### config.mk
export PLATFORM = sky130hd
export DESIGN_NAME = xs3_bcd_seq_ctrl_flat
export DESIGN_NICKNAME = d
export VERILOG_FILES = /design/src/rtl/xs3_bcd_seq_ctrl_pkg.sv /design/src/rtl/xs3_bcd_seq_ctrl_if.sv /design/src/rtl/xs3_bcd_seq_ctrl_conv.sv /design/src/rtl/xs3_bcd_seq_ctrl.sv /design/src/flat_wrapper.sv
export SDC_FILE = /design/constraint.sdc
export NUM_CORES = 1
export LEC_CHECK = 0
export CAP_MARGIN = 30
export CORE_ASPECT_RATIO = 1.25
export CORE_MARGIN = 2
export CORE_UTILIZATION = 53
export DETAILED_ROUTE_END_ITERATION = 8
export GPL_TIMING_DRIVEN = 0
export HOLD_SLACK_MARGIN = 0.12
export PLACE_DENSITY = 0.83
export SETUP_SLACK_MARGIN = 0.05
export SKIP_LAST_GASP = 1
export SLEW_MARGIN = 30
export SYNTH_ARGS = -nofsm -noshare
export SYNTH_HDL_FRONTEND = slang
export SYNTH_SLANG_ARGS = --single-unit
### constraint.sdc
create_clock -name clk -period 3.3 [get_ports clk]
set_input_delay 0.66 -clock clk [delete_from_list [all_inputs] [get_ports clk]]
set_output_delay 0.66 -clock clk [all_outputs]
set_load 0.005 [all_outputs]
### src/rtl/xs3_bcd_seq_ctrl_pkg.sv
// Shared types and constants for the excess-3 to BCD sequencing controller.
package xs3_bcd_pkg;

  typedef enum logic [1:0] {
    IDLE = 2'd0,
    CONV = 2'd1,
    DONE = 2'd2
  } state_e;

  localparam logic [3:0] XS3_BIAS       = 4'd3;
  localparam logic [3:0] XS3_MIN        = 4'd3;
  localparam logic [3:0] XS3_MAX        = 4'd12;
  localparam logic [3:0] BCD_ERR_NIBBLE = 4'hF;

  // Digit index width; a single-digit word still needs a 1-bit counter.
  function automatic int unsigned idxWidth(input int unsigned digits);
    return (digits > 1) ? $clog2(digits) : 1;
  endfunction

endpackage

### src/rtl/xs3_bcd_seq_ctrl_if.sv
// Producer/consumer handshake bundle for xs3_bcd_seq_ctrl.
interface xs3_bcd_seq_ctrl_if #(
  parameter int unsigned DIGITS = 4
);
  logic                  in_valid;
  logic                  in_ready;
  logic [4*DIGITS-1:0]   in_xs3;
  logic                  out_valid;
  logic                  out_ready;
  logic [4*DIGITS-1:0]   out_bcd;
  logic [DIGITS-1:0]     err_mask;
  logic                  out_err;

  modport master (
    output in_valid, in_xs3, out_ready,
    input  in_ready, out_valid, out_bcd, err_mask, out_err
  );

  modport slave (
    input  in_valid, in_xs3, out_ready,
    output in_ready, out_valid, out_bcd, err_mask, out_err
  );
endinterface

### src/rtl/xs3_bcd_seq_ctrl_conv.sv
// Combinational single-digit excess-3 to BCD converter with invalid-code flag.
module xs3_digit_to_bcd
  import xs3_bcd_pkg::*;
(
  input  logic [3:0] xs3,
  output logic [3:0] bcd,
  output logic       invalid
);

  always_comb begin
    invalid = (xs3 < XS3_MIN) || (xs3 > XS3_MAX);
    bcd     = invalid ? BCD_ERR_NIBBLE : (xs3 - XS3_BIAS);
  end

endmodule

### src/rtl/xs3_bcd_seq_ctrl.sv
// Converts a packed excess-3 word to packed BCD one digit per clock through a
// single shared digit converter, with valid/ready handshakes on both sides.
module xs3_bcd_seq_ctrl
  import xs3_bcd_pkg::*;
#(
  parameter int unsigned DIGITS = 4
) (
  input logic           clk,
  input logic           rst_n,
  xs3_bcd_seq_ctrl_if.slave bus
);

  localparam int unsigned IDXW = idxWidth(DIGITS);
  localparam logic [IDXW-1:0] LAST_IDX = IDXW'(DIGITS - 1);

  localparam logic [1:0] ST_IDLE = IDLE;
  localparam logic [1:0] ST_CONV = CONV;
  localparam logic [1:0] ST_DONE = DONE;

  logic [1:0]          state;
  logic [IDXW-1:0]     idx;
  logic [4*DIGITS-1:0] capReg;
  logic [4*DIGITS-1:0] outBcd;
  logic [DIGITS-1:0]   errMask;

  logic [3:0] convIn;
  logic [3:0] convBcd;
  logic       convBad;

  assign convIn = capReg[4*idx +: 4];

  xs3_digit_to_bcd uConv (
    .xs3     (convIn),
    .bcd     (convBcd),
    .invalid (convBad)
  );

  always_ff @(posedge clk) begin
    if (!rst_n) begin
      state   <= ST_IDLE;
      idx     <= '0;
      capReg  <= '0;
      outBcd  <= '0;
      errMask <= '0;
    end else begin
      case (state)
        ST_IDLE: begin
          // in_ready is high whenever IDLE is reached out of reset
          if (bus.in_valid) begin
            capReg  <= bus.in_xs3;
            outBcd  <= '0;
            errMask <= '0;
            idx     <= '0;
            state   <= ST_CONV;
          end
        end
        ST_CONV: begin
          outBcd[4*idx +: 4] <= convBcd;
          errMask[idx]       <= convBad;
          if (idx == LAST_IDX) begin
            idx   <= '0;
            state <= ST_DONE;
          end else begin
            idx <= idx + 1'b1;
          end
        end
        ST_DONE: begin
          if (bus.out_ready) state <= ST_IDLE;
        end
        default: state <= ST_IDLE;
      endcase
    end
  end

  assign bus.in_ready  = rst_n && (state == ST_IDLE);
  assign bus.out_valid = (state == ST_DONE);
  assign bus.out_bcd   = outBcd;
  assign bus.err_mask  = errMask;
  assign bus.out_err   = |errMask;

endmodule

### src/flat_wrapper.sv
// flat-port wrapper written by rule: the top's interface ports become plain ports
module xs3_bcd_seq_ctrl_flat import xs3_bcd_pkg::*;
#(
  parameter int unsigned DIGITS = 4
)
  (clk, rst_n, bus_in_valid, bus_in_xs3, bus_out_ready, bus_in_ready, bus_out_valid, bus_out_bcd, bus_err_mask, bus_out_err);
  xs3_bcd_seq_ctrl_if #(.DIGITS(DIGITS)) bus_i ();
  input logic clk;
  input logic rst_n;
  input wire logic [$bits(bus_i.in_valid)-1:0] bus_in_valid;
  input wire logic [$bits(bus_i.in_xs3)-1:0] bus_in_xs3;
  input wire logic [$bits(bus_i.out_ready)-1:0] bus_out_ready;
  output wire logic [$bits(bus_i.in_ready)-1:0] bus_in_ready;
  output wire logic [$bits(bus_i.out_valid)-1:0] bus_out_valid;
  output wire logic [$bits(bus_i.out_bcd)-1:0] bus_out_bcd;
  output wire logic [$bits(bus_i.err_mask)-1:0] bus_err_mask;
  output wire logic [$bits(bus_i.out_err)-1:0] bus_out_err;
  assign bus_i.in_valid = bus_in_valid;
  assign bus_i.in_xs3 = bus_in_xs3;
  assign bus_i.out_ready = bus_out_ready;
  assign bus_in_ready = bus_i.in_ready;
  assign bus_out_valid = bus_i.out_valid;
  assign bus_out_bcd = bus_i.out_bcd;
  assign bus_err_mask = bus_i.err_mask;
  assign bus_out_err = bus_i.out_err;
  xs3_bcd_seq_ctrl #(.DIGITS(DIGITS)) u_core (.clk(clk), .rst_n(rst_n), .bus(bus_i));
endmodule
After elaboration in Yosys (flattened, before gate mapping)
Cells that the tools add are included.
{"block": "totals", "out_inout_bits": 23, "regBits": 40, "wordCells": 46, "inputBits": 20}
{"block": "classes", "reduce_logical": 9, "shift": 3, "eq_ne": 6, "magnitude_cmp": 4, "n_addsub": 3, "muxes": 16}
{"operator": "negator 4 -> 34 bit", "count": 1}
{"operator": "variable shift 4 x 34 -> 16 bit (first input constant)", "count": 1}
{"operator": "indexed part select 4 x 34 -> 16 bit", "count": 1}
{"operator": "case mux 16 bit (2 select lines)", "count": 1}
{"operator": "bitwise mux 16 bit", "count": 1}
{"operator": "two-way mux 16 bit", "count": 1}
{"operator": "indexed part select 16 x 5 -> 4 bit", "count": 1}
{"operator": "two-way mux 2 bit", "count": 5}
{"operator": "two-way mux 4 bit", "count": 2}
{"operator": "case mux 4 bit (2 select lines)", "count": 1}
{"operator": "case mux 2 bit (3 select lines)", "count": 1}
{"operator": "bitwise mux 4 bit", "count": 1}
{"operator": "equality test 2 bit (second input constant)", "count": 2}
{"operator": "> comparator 4 bit (second input constant)", "count": 1}
{"operator": "< comparator 4 x 2 -> 1 bit (second input constant)", "count": 1}
{"operator": "!= test 2 bit (second input constant)", "count": 2}
{"operator": "case mux 2 bit (2 select lines)", "count": 1}
{"operator": "AND reduction 2 bit", "count": 2}
{"operator": "OR reduction 4 bit", "count": 1}
{"operator": "subtractor 4 x 2 -> 4 bit (second input constant)", "count": 1}
{"operator": "< comparator 2 x 3 -> 1 bit (second input constant)", "count": 1}
{"operator": "AND reduction 3 bit", "count": 1}
{"operator": "adder 2 x 1 -> 2 bit (second input constant)", "count": 1}
{"operator": "demux 1 bit (select 2 bit)", "count": 1}
{"operator": "8 further kinds", "count": 9}

Depth between registers and ports, before layout
Gate-level depths: netlist of run 1.
{"block": "logic_depth", "depth_word": 7, "depth_mapped": 9, "ltp_nobuf": 7}

Hierarchy
Synthesis of run 1 repeated with hierarchy kept, for this count alone.
{"block": "unflattened", "hier_cells": 211, "area_unflattened_um2": 1850.5}
{"module": "xs3_bcd_seq_ctrl", "cells_per_inst": 194, "seq_area_each_um2": 800.8, "instances": 1, "area_per_inst_um2": 1727.9}
{"module": "xs3_digit_to_bcd", "cells_per_inst": 17, "seq_area_each_um2": 0.0, "instances": 1, "area_per_inst_um2": 122.6}

Worst setup path before layout of run 1
OpenSTA, ideal clock, no wires.
{"block": "synth_path", "path_kind": "flip-flop to flip-flop", "start": "reg u_core.idx[0]", "end": "reg u_core.outBcd[12], in the netlist u_core.bus.out_bcd[12]", "arrival_time_ps": 1977, "path_stages_with_launch": 10, "slack_ps": 1195, "n_path_buf": 2, "period_less_slack_ps": 2105, "required_ps": 3172, "cell_sequence": "dfxtp_1 > buf_6 > mux4_1 > inv_1 > ha_1 > inv_1 > and3_4 > buf_6 > nor3_4 > o22ai_1"}
{"block": "synth_via", "elab_chain_len": 7, "elab_cells_between_ends": 11, "classes_between": "add/sub (2); order compare (2); shift (3); mux (3); reduce/logical (1)"}
{"item": "from (decl)", "line_no": "xs3_bcd_seq_ctrl.sv:21", "text": "logic [IDXW-1:0] idx;"}
{"item": "from (signal assigned)", "line_no": "xs3_bcd_seq_ctrl.sv:64", "text": "idx <= idx + 1'b1;"}
{"item": "indexed part select 16 x 5 -> 4 bit", "line_no": "xs3_bcd_seq_ctrl.sv:30", "text": "assign convIn = capReg[4*idx +: 4];"}
{"item": "< comparator 4 x 2 -> 1 bit or > comparator 4 bit (tied branches)", "line_no": "xs3_bcd_seq_ctrl_conv.sv:11", "text": "invalid = (xs3 < XS3_MIN) || (xs3 > XS3_MAX);"}
{"item": "logical OR 1 bit", "line_no": "xs3_bcd_seq_ctrl_conv.sv:11"}
{"item": "two-way mux 4 bit", "line_no": "xs3_bcd_seq_ctrl_conv.sv:12", "text": "bcd = invalid ? BCD_ERR_NIBBLE : (xs3 - XS3_BIAS);"}
{"item": "indexed part select 4 x 34 -> 16 bit", "line_no": "xs3_bcd_seq_ctrl.sv:58", "text": "outBcd[4*idx +: 4] <= convBcd;"}
{"item": "bitwise mux 16 bit (*)", "line_no": "xs3_bcd_seq_ctrl.sv:58"}
{"item": "case mux 16 bit (2 select lines) (*)", "line_no": "xs3_bcd_seq_ctrl.sv:46", "text": "case (state)"}
{"item": "to (signal, indexed assignment)", "line_no": "xs3_bcd_seq_ctrl.sv:58"}
{"item": "to (decl)", "line_no": "xs3_bcd_seq_ctrl.sv:23", "text": "logic [4*DIGITS-1:0] outBcd;"}
Every way passes the cells marked *; elsewhere a longest branch is shown, timed or not.
A chain may end at the register's enable or synchronous reset.

Final worst setup path of run 1
{"block": "layout_path", "start": "in rst_n", "end": "out bus_in_ready"}
{"block": "layout_via", "elab_chain_len": 1}
{"item": "from (decl)", "line_no": "flat_wrapper.sv:9", "text": "input logic rst_n;"}
{"item": "logical AND 1 bit", "line_no": "xs3_bcd_seq_ctrl.sv:75", "text": "assign bus.in_ready = rst_n && (state == ST_IDLE);"}
{"item": "to (decl)", "line_no": "flat_wrapper.sv:13", "text": "output wire logic [$bits(bus_i.in_ready)-1:0] bus_in_ready;"}
Every way passes these cells.

==> load_flow_metrics.sql, run 1 <==
INSERT INTO impl_metrics (metric_group, metric, value, unit) VALUES
('global_routing', 'globalRouteOverflowTotal', '0', ''),
('die', 'die_height', '71.4', 'um'),
('cells_and_area', 'design.final.nets', '285', ''),
('timing', 'final.period_utilization', '80.6', '%'),
('clock_network', 'cts_setup_buffers', '0', ''),
('timing', 'min_period', '2.66', 'ns'),
('die', 'floorplan.core_area', '0.00348', 'sq mm'),
('cells_and_area', 'layoutNonFillerInstCount', '298', ''),
('clock_network', 'cts_inserted_buffers', '5', ''),
('drt', 'routed-via-count', '1648', ''),
('synthesis', 'asyncSetResetFlopFracSynth', '0', '%'),
('synthesis', 'mappedNetlistNets', '236', ''),
('critical_path', 'arrival', '2.00', 'ns'),
('drt', 'initial_detailed_routing_violation_count', '50', ''),
('global_routing', 'global_route.usage.total', '21.4', '%'),
('critical_path', 'crit_path_cell_trace', 'clkdlybuf4s50_1 -> nand2b_1 -> nor2_1 -> clkdlybuf4s50_1', ''),
('critical_path', 'critical_path.startpoint_type', 'input port', ''),
('drt', 'routedWlPerCell', '13.6', 'um'),
('drt', 'detail_route.drc_violations', '0', ''),
('placement', 'numPlacedInstances', '291', ''),
('timing', 'setup-tns-final', '0', 'ns'),
('cells_and_area', 'area.growth.synth_to_final', '28.4', '%'),
('clock_network', 'postCtsResizedCells', '0', ''),
('critical_path', 'cp.buffers_inverters', '2', ''),
('power', 'power.ir.vdd_worst', '0.303', 'mV'),
('synthesis', 'postSynthRegisterBits', '40', ''),
('outcome', 'outcome', 'finished, final reports clean', ''),
('critical_path', 'critical_path_required', '2.64', 'ns'),
('power', 'leakagePower', '0.951', 'nW'),
('global_routing', 'grt_pass1_vias', '1467', ''),
('timing', 'timing.final.hold_violations', '0', ''),
('synthesis', 'yosys_warnings', '0', ''),
('worst_hold_path', 'worstHoldPathType', 'register to register', ''),
('critical_path', 'timing.critical_path.to_type', 'output port', ''),
('flow_run', 'max_cap_viol_count', '0', ''),
('cells_and_area', 'leading_cell_type_in_the_layout_fill_and_taps_excluded', 'sky130_fd_sc_hd__nand2_1', ''),
('timing', 'rsz0062_at_grt', 'no', ''),
('power', 'power_per_cell_area', '395', 'mW/mm^2'),
('clock_network', 'cts.hold.buffers_added', '0', ''),
('critical_path', 'worst-setup-path-type', 'input port to output port', ''),
('clock_network', 'cts_root_buffer', 'sky130_fd_sc_hd__clkbuf_8', ''),
('timing', 'fin_ws', '0.642', 'ns'),
('cells_and_area', 'final_cell_mix', 'sky130_fd_sc_hd__nand2_1, sky130_fd_sc_hd__clkdlybuf4s50_1, sky130_fd_sc_hd__dfxtp_1, sky130_fd_sc_hd__a21boi_0, sky130_fd_sc_hd__nor2_1', ''),
('drt', 'first_pass_iters', '4', ''),
('synthesis', 'syn-cell-area', '0.00192', 'sq mm'),
('drt', 'met1_routed_length', '1700', 'um'),
('timing', 'setup_viol', '0', ''),
('placement', 'pre_cts_ws', '0.640', 'ns'),
('placement', 'gp_congestion', '0.814', ''),
('timing', 'worst-slew-pin-transition', '0.778', 'ns'),
('critical_path', 'crit_family', 'buffers and inverters', ''),
('critical_path', 'critical_path_max_stage_delay', '0.63', 'ns'),
('die', 'io_pins', '43', ''),
('placement', 'hpwl', '3130', 'um'),
('synthesis', 'synth_enable_flop_cells', '0', ''),
('synthesis', 'synth_flop_cell', 'sky130_fd_sc_hd__dfxtp_1', ''),
('die', 'chipWidth', '57.9', 'um'),
('synthesis', 'synth.lib_cells_used.distinct', '37', ''),
('timing', 'fmaxAchievable', '376', 'MHz'),
('drt', 'detail_route.vias_per_cell', '5.53', ''),
('die', 'std_cell_rows', '24', ''),
('synthesis', 'netlist_instances', '210', ''),
('clock_network', 'cts-root-to-sink-buffers', '2', ''),
('clock_network', 'h-tree-depth', '2', ''),
('die', 'effective_utilization_at_floorplan', '55.2', '%'),
('synthesis', 'synth_sequential_area_ratio', '41.6', '%'),
('clock_network', 'worstSkewPairLatency', '0.29', 'ns'),
('global_routing', 'grt_max_degree', '12', ''),
('drt', 'drt_wl_total', '4060', 'um'),
('clock_network', 'clkSinkCount', '40', ''),
('critical_path', 'critical-path-slowest-cell', 'sky130_fd_sc_hd__clkdlybuf4s50_1', '');
[layout make-up]
type / count / area [sq um] / share of cell area (%)
clock inverter: 1 / 5.00 / 0.203
tap: 39 / 48.8 / 1.97
buffer: 12 / 61.3 / 2.48
clock buffer: 6 / 72.6 / 2.94
sequential: 40 / 801 / 32.4
inverter: 9 / 33.8 / 1.37
timing repair buffer: 42 / 420 / 17.0
multi-input combinational: 149 / 1030 / 41.6
[final timing paths]
kind	from	end	slack, ns	cells past startpoint
worst min-delay path	u_core.capReg[5]	u_core.capReg[5]	0.46	2
worst min register to register	u_core.capReg[5]	u_core.capReg[5]	0.46	2
worst max-delay path	rst_n	bus_in_ready	0.64	4
worst max register to register	u_core.idx[0]	u_core.bus.out_bcd[3]	0.91	7
[Yosys cell counts, types with 2 or more instances]
cell type | instances | area share, %
sky130_fd_sc_hd__o21ai_0 | 7 | 1.8
sky130_fd_sc_hd__nor2_1 | 10 | 2.0
sky130_fd_sc_hd__a22o_1 | 3 | 1.4
sky130_fd_sc_hd__mux2i_1 | 2 | 1.0
sky130_fd_sc_hd__mux4_2 | 2 | 2.3
sky130_fd_sc_hd__o22ai_1 | 2 | 0.65
sky130_fd_sc_hd__buf_6 | 2 | 1.2
sky130_fd_sc_hd__nor3_4 | 3 | 2.5
sky130_fd_sc_hd__nor2b_1 | 4 | 1.3
sky130_fd_sc_hd__o2bb2ai_1 | 6 | 2.7
sky130_fd_sc_hd__inv_1 | 9 | 1.8
sky130_fd_sc_hd__o211a_1 | 3 | 1.6
sky130_fd_sc_hd__o211ai_1 | 3 | 1.2
sky130_fd_sc_hd__a21boi_0 | 25 | 9.8
sky130_fd_sc_hd__nand2_1 | 45 | 8.8
sky130_fd_sc_hd__mux4_1 | 2 | 2.7
sky130_fd_sc_hd__nand2b_1 | 2 | 0.65
sky130_fd_sc_hd__ha_1 | 6 | 3.9
sky130_fd_sc_hd__clkbuf_1 | 8 | 1.6
sky130_fd_sc_hd__a21oi_1 | 7 | 1.8
sky130_fd_sc_hd__dfxtp_1 | 40 | 42
sky130_fd_sc_hd__nand3_1 | 4 | 1.0
[sequential cells by signal (all words and copies together) (netlist names)]
signal / flops
u_core.bus.err_mask: 4
u_core.idx: 2
u_core.state: 2
u_core.bus.out_bcd: 16
u_core.capReg: 16
[report_power, final]
part           total (W)  switching [W]  internal, W
Sequential      0.000512      0.0000107     0.000502
Clock           0.000305       0.000162     0.000144
Combinational   0.000157      0.0000796    0.0000775
[worst reg2reg max path, delay by kind of cell, from the launching register on]
| kind | cells | cell delay [ns] |
|---|---|---|
| AND/OR/NAND/NOR | 1 | 0.07 |
| multiplexers | 2 | 0.93 |
| AO/OA/AOI/OAI | 1 | 0.22 |
| adder cells (fa/ha/maj) | 1 | 0.31 |
| buffers and inverters | 2 | 0.38 |
| flip-flops | 1 | 0.44 |
[layer usage]
metal / vias up / track usage [%]
met3: 8 / 3.97
met4: 0 / 10.3
met2: 43 / 37.8
met1: 761 / 24.5
met5: - / 0
li1: 836 / -
[metrics by stage]
step	area [sq um]	util [%]	total power, W	hold WS (ns)
after global routing	2470	70.9	0.00102	0.491
after floorplan	1920	-	0.000615	0.439
after CTS	2470	70.9	0.000979	0.468
final	2470	70.9	0.000975	0.463
after detailed placement	2390	68.7	0.000681	0.451
after global placement	2390	68.7	0.000676	0.449
[kinds of logic (layout without fill, tap and decap cells)]
logic type / after synthesis / in the layout / synth area share (%)
flops: 40 / 40 / 41.6
mux: 6 / 6 / 6.11
fa+ha+maj: 6 / 6 / 3.90
compound gates: 59 / 59 / 22.3
buf+inv: 21 / 70 / 4.94
simple gates: 78 / 78 / 21.1
(Power assumes the default switching activity.)
==> run 2: changes to the inputs <==
--- a/config.mk
+++ b/config.mk
@@ -8,11 +8,11 @@
 export CAP_MARGIN = 30
 export CORE_ASPECT_RATIO = 1.25
 export CORE_MARGIN = 2
-export CORE_UTILIZATION = 53
+export CORE_UTILIZATION = 50
 export DETAILED_ROUTE_END_ITERATION = 8
 export GPL_TIMING_DRIVEN = 0
 export HOLD_SLACK_MARGIN = 0.12
-export PLACE_DENSITY = 0.83
+export PLACE_DENSITY = 0.79
 export SETUP_SLACK_MARGIN = 0.05
 export SKIP_LAST_GASP = 1
 export SLEW_MARGIN = 30
==> constraint.sdc (replaced) <==
create_clock -name clk -period 2.7 [get_ports clk]
set_input_delay 0.54 -clock clk [delete_from_list [all_inputs] [get_ports clk]]
set_output_delay 0.54 -clock clk [all_outputs]
set_load 0.005 [all_outputs]
==> run 2 against run 1 <==
Clock power is 23% higher. Highest routed layer unchanged. Global-route usage is 1.3 points lower. Combinational power is 20% higher. Worst setup slack worse by 0.38 ns. Critical path type unchanged.
==> load_flow_metrics.sql, run 2 (same netlist as run 1, synthesis figures left out) <==
INSERT INTO impl_metrics (metric_group, metric, value, unit) VALUES
('placement', 'hpwl', '3030', 'um'),
('drt', 'detail_route.drc_violations', '0', ''),
('placement', 'pre_cts_ws', '0.258', 'ns'),
('clock_network', 'cts_inserted_buffers', '5', ''),
('placement', 'numPlacedInstances', '292', ''),
('power', 'leakagePower', '0.950', 'nW'),
('timing', 'timing.final.hold_violations', '0', ''),
('timing', 'fmaxAchievable', '411', 'MHz'),
('critical_path', 'worst-setup-path-type', 'input port to output port', ''),
('timing', 'rsz0062_at_grt', 'no', ''),
('critical_path', 'crit_fanout', '8', ''),
('cells_and_area', 'layoutNonFillerInstCount', '299', ''),
('worst_hold_path', 'hp-start', 'u_core.capReg[4]', ''),
('power', 'power.ir.vdd_worst', '0.465', 'mV'),
('critical_path', 'crit_path_cell_trace', 'clkdlybuf4s50_1 -> nand2b_1 -> nor2_1 -> clkdlybuf4s50_1', ''),
('timing', 'setup-tns-final', '0', 'ns'),
('timing', 'final.period_utilization', '90.2', '%'),
('critical_path', 'worst_r2r_startpoint', 'u_core.idx[0]', ''),
('cells_and_area', 'share_of_final_layout_standard_cells_stronger_than_drive_strength_1', '7.72', '%'),
('worst_hold_path', 'worstHoldPathType', 'register to register', ''),
('die', 'effective_utilization_at_floorplan', '51.7', '%'),
('critical_path', 'critical_path.startpoint_type', 'input port', ''),
('outcome', 'outcome', 'finished, final reports clean', ''),
('clock_network', 'h-tree-depth', '2', ''),
('drt', 'drt_wl_total', '3940', 'um'),
('critical_path', 'regToRegEndpoint', 'u_core.bus.out_bcd[7]', ''),
('clock_network', 'postCtsResizedCells', '0', ''),
('timing', 'worst-slew-pin-transition', '0.697', 'ns'),
('drt', 'route.antenna.remaining_nets', '0', ''),
('clock_network', 'clock_slew_seen_by_the_registers_of_the_worst_setup_and_hold_paths', '0.07', 'ns'),
('global_routing', 'global_route.usage.total', '20.1', '%'),
('placement', 'number_of_buffer_cells_added_on_primary_ports', '42', ''),
('drt', 'routed-via-count', '1612', ''),
('critical_path', 'critical_path_required', '2.16', 'ns'),
('timing', 'max-slew-margin-rel', '53.3', '%'),
('drt', 'initial_detailed_routing_violation_count', '43', ''),
('critical_path', 'arrival', '1.90', 'ns'),
('global_routing', 'globalRouteOverflowTotal', '0', ''),
('cells_and_area', 'leading_cell_type_in_the_layout_fill_and_taps_excluded', 'sky130_fd_sc_hd__nand2_1', ''),
('timing', 'fin_ws', '0.264', 'ns'),
('critical_path', 'setup.reg_to_reg.worst_slack', '0.33', 'ns'),
('cells_and_area', 'design.final.nets', '285', ''),
('flow_run', 'max_cap_viol_count', '0', ''),
('worst_hold_path', 'min_to', 'u_core.capReg[4]', ''),
('drt', 'first_pass_iters', '5', ''),
('clock_network', 'worstSkewPairLatency', '0.29', 'ns'),
('cells_and_area', 'area.growth.synth_to_final', '28.7', '%'),
('clock_network', 'cts-root-to-sink-buffers', '2', ''),
('clock_network', 'cts_root_buffer', 'sky130_fd_sc_hd__clkbuf_8', ''),
('timing', 'maxSlewViolCount', '0', ''),
('critical_path', 'critical_path_max_stage_delay', '0.65', 'ns'),
('power', 'power_per_cell_area', '481', 'mW/mm^2'),
('die', 'io_pins', '43', ''),
('critical_path', 'crit_top_cell', 'sky130_fd_sc_hd__clkdlybuf4s50_1', ''),
('die', 'std_cell_rows', '25', ''),
('drt', 'detail_route.vias_per_cell', '5.39', ''),
('critical_path', 'timing.critical_path.to_type', 'output port', ''),
('die', 'chipWidth', '59.5', 'um'),
('timing', 'setup_viol', '0', ''),
('clock_network', 'cts_setup_buffers', '0', ''),
('die', 'floorplan.core_area', '0.00372', 'sq mm'),
('global_routing', 'grt_max_degree', '13', ''),
('critical_path', 'crit_family', 'buffers and inverters', ''),
('placement', 'gp_congestion', '0.811', ''),
('die', 'die_height', '73.4', 'um'),
('cells_and_area', 'final_cell_mix', 'sky130_fd_sc_hd__nand2_1, sky130_fd_sc_hd__clkdlybuf4s50_1, sky130_fd_sc_hd__dfxtp_1, sky130_fd_sc_hd__a21boi_0, sky130_fd_sc_hd__nor2_1', ''),
('die', 'design.die.area', '0.00436', 'sq mm'),
('critical_path', 'cp.buffers_inverters', '2', ''),
('timing', 'skew', '0.00412', 'ns'),
('global_routing', 'grt_pass1_vias', '1496', ''),
('clock_network', 'cts.hold.buffers_added', '0', ''),
('cells_and_area', 'n_antenna_cell', '0', ''),
('worst_hold_path', 'min_path_cells', '2', ''),
('global_routing', 'initial_antenna_violation_count', '0', ''),
('critical_path', 'r2r_cells', '7', ''),
('global_routing', 'first_pass_grt_wire_length', '6600', 'um'),
('clock_network', 'clkSinkCount', '40', ''),
('clock_network', 'tritoncts_clock_tree', 'done', ''),
('drt', 'routedWlPerCell', '13.2', 'um'),
('timing', 'min_period', '2.44', 'ns'),
('critical_path', 'critical-path-slowest-cell', 'sky130_fd_sc_hd__clkdlybuf4s50_1', '');
run 2: cell types whose count changed in the layout (fill, tap and decap cells not counted):
cell,delta
sky130_fd_sc_hd__clkinvlp_4,+1
sky130_fd_sc_hd__clkbuf_1,-1
run 2: report_power, final:
part,switching (W),internal (W)
Combinational,0.0000943,0.0000947
Clock,0.000201,0.000175
Sequential,0.0000135,0.000613
run 2: area by class of cell:
class | count | area, sq um
fillers | 318 | 1250
multi-input cells | 149 | 1030
flip-flops and latches | 40 | 801
repair buffers | 42 | 420
clock buffers | 5 | 68.8
plain buffers | 12 | 61.3
well taps | 40 | 50.0
inverters | 9 | 33.8
clock inverters | 2 | 12.5
run 2: worst max path at each step:
stage                        startpoint                      to  slack [ns]  cells past startpoint
final                             rst_n            bus_in_ready        0.26                      4
after global routing      u_core.idx[0]   u_core.bus.out_bcd[7]        0.14                      7
after CTS                         rst_n            bus_in_ready        0.23                      4
after detailed placement          rst_n            bus_in_ready        0.26                      4
after global placement            rst_n            bus_in_ready        0.28                      4
after floorplan           u_core.idx[0]  u_core.bus.out_bcd[12]        0.59                      9
run 2: worst reg2reg max path, stage by stage, from the launching register on:
cell	delay, ns
sky130_fd_sc_hd__dfxtp_1	0.43
sky130_fd_sc_hd__buf_6	0.17
sky130_fd_sc_hd__mux4_1	0.61
sky130_fd_sc_hd__ha_1	0.30
sky130_fd_sc_hd__inv_1	0.18
sky130_fd_sc_hd__nor2_1	0.08
sky130_fd_sc_hd__mux2i_1	0.32
sky130_fd_sc_hd__a22o_1	0.22
run 2: per-layer routing:
| layer | vias to the layer above | global-route usage (%) | share of wire, % |
|---|---|---|---|
| met5 | - | 0 | 0 |
| met4 | 0 | 10.6 | 3.0 |
| met3 | 10 | 5.11 | 3.8 |
| met2 | 40 | 33.2 | 49 |
| met1 | 724 | 23.7 | 44 |
| li1 | 838 | - | - |
run 2: stage by stage:
stage	util [%]	instance area, sq um	hold slack [ns]	power [W]
5_1_grt	66.5	2480	0.484	0.00125
3_3_place_gp	64.3	2390	0.447	0.000828
2_1_floorplan	-	1920	0.439	0.000752
4_1_cts	66.5	2480	0.463	0.00120
3_5_place_dp	64.3	2390	0.452	0.000830
6_report	66.5	2480	0.461	0.00119
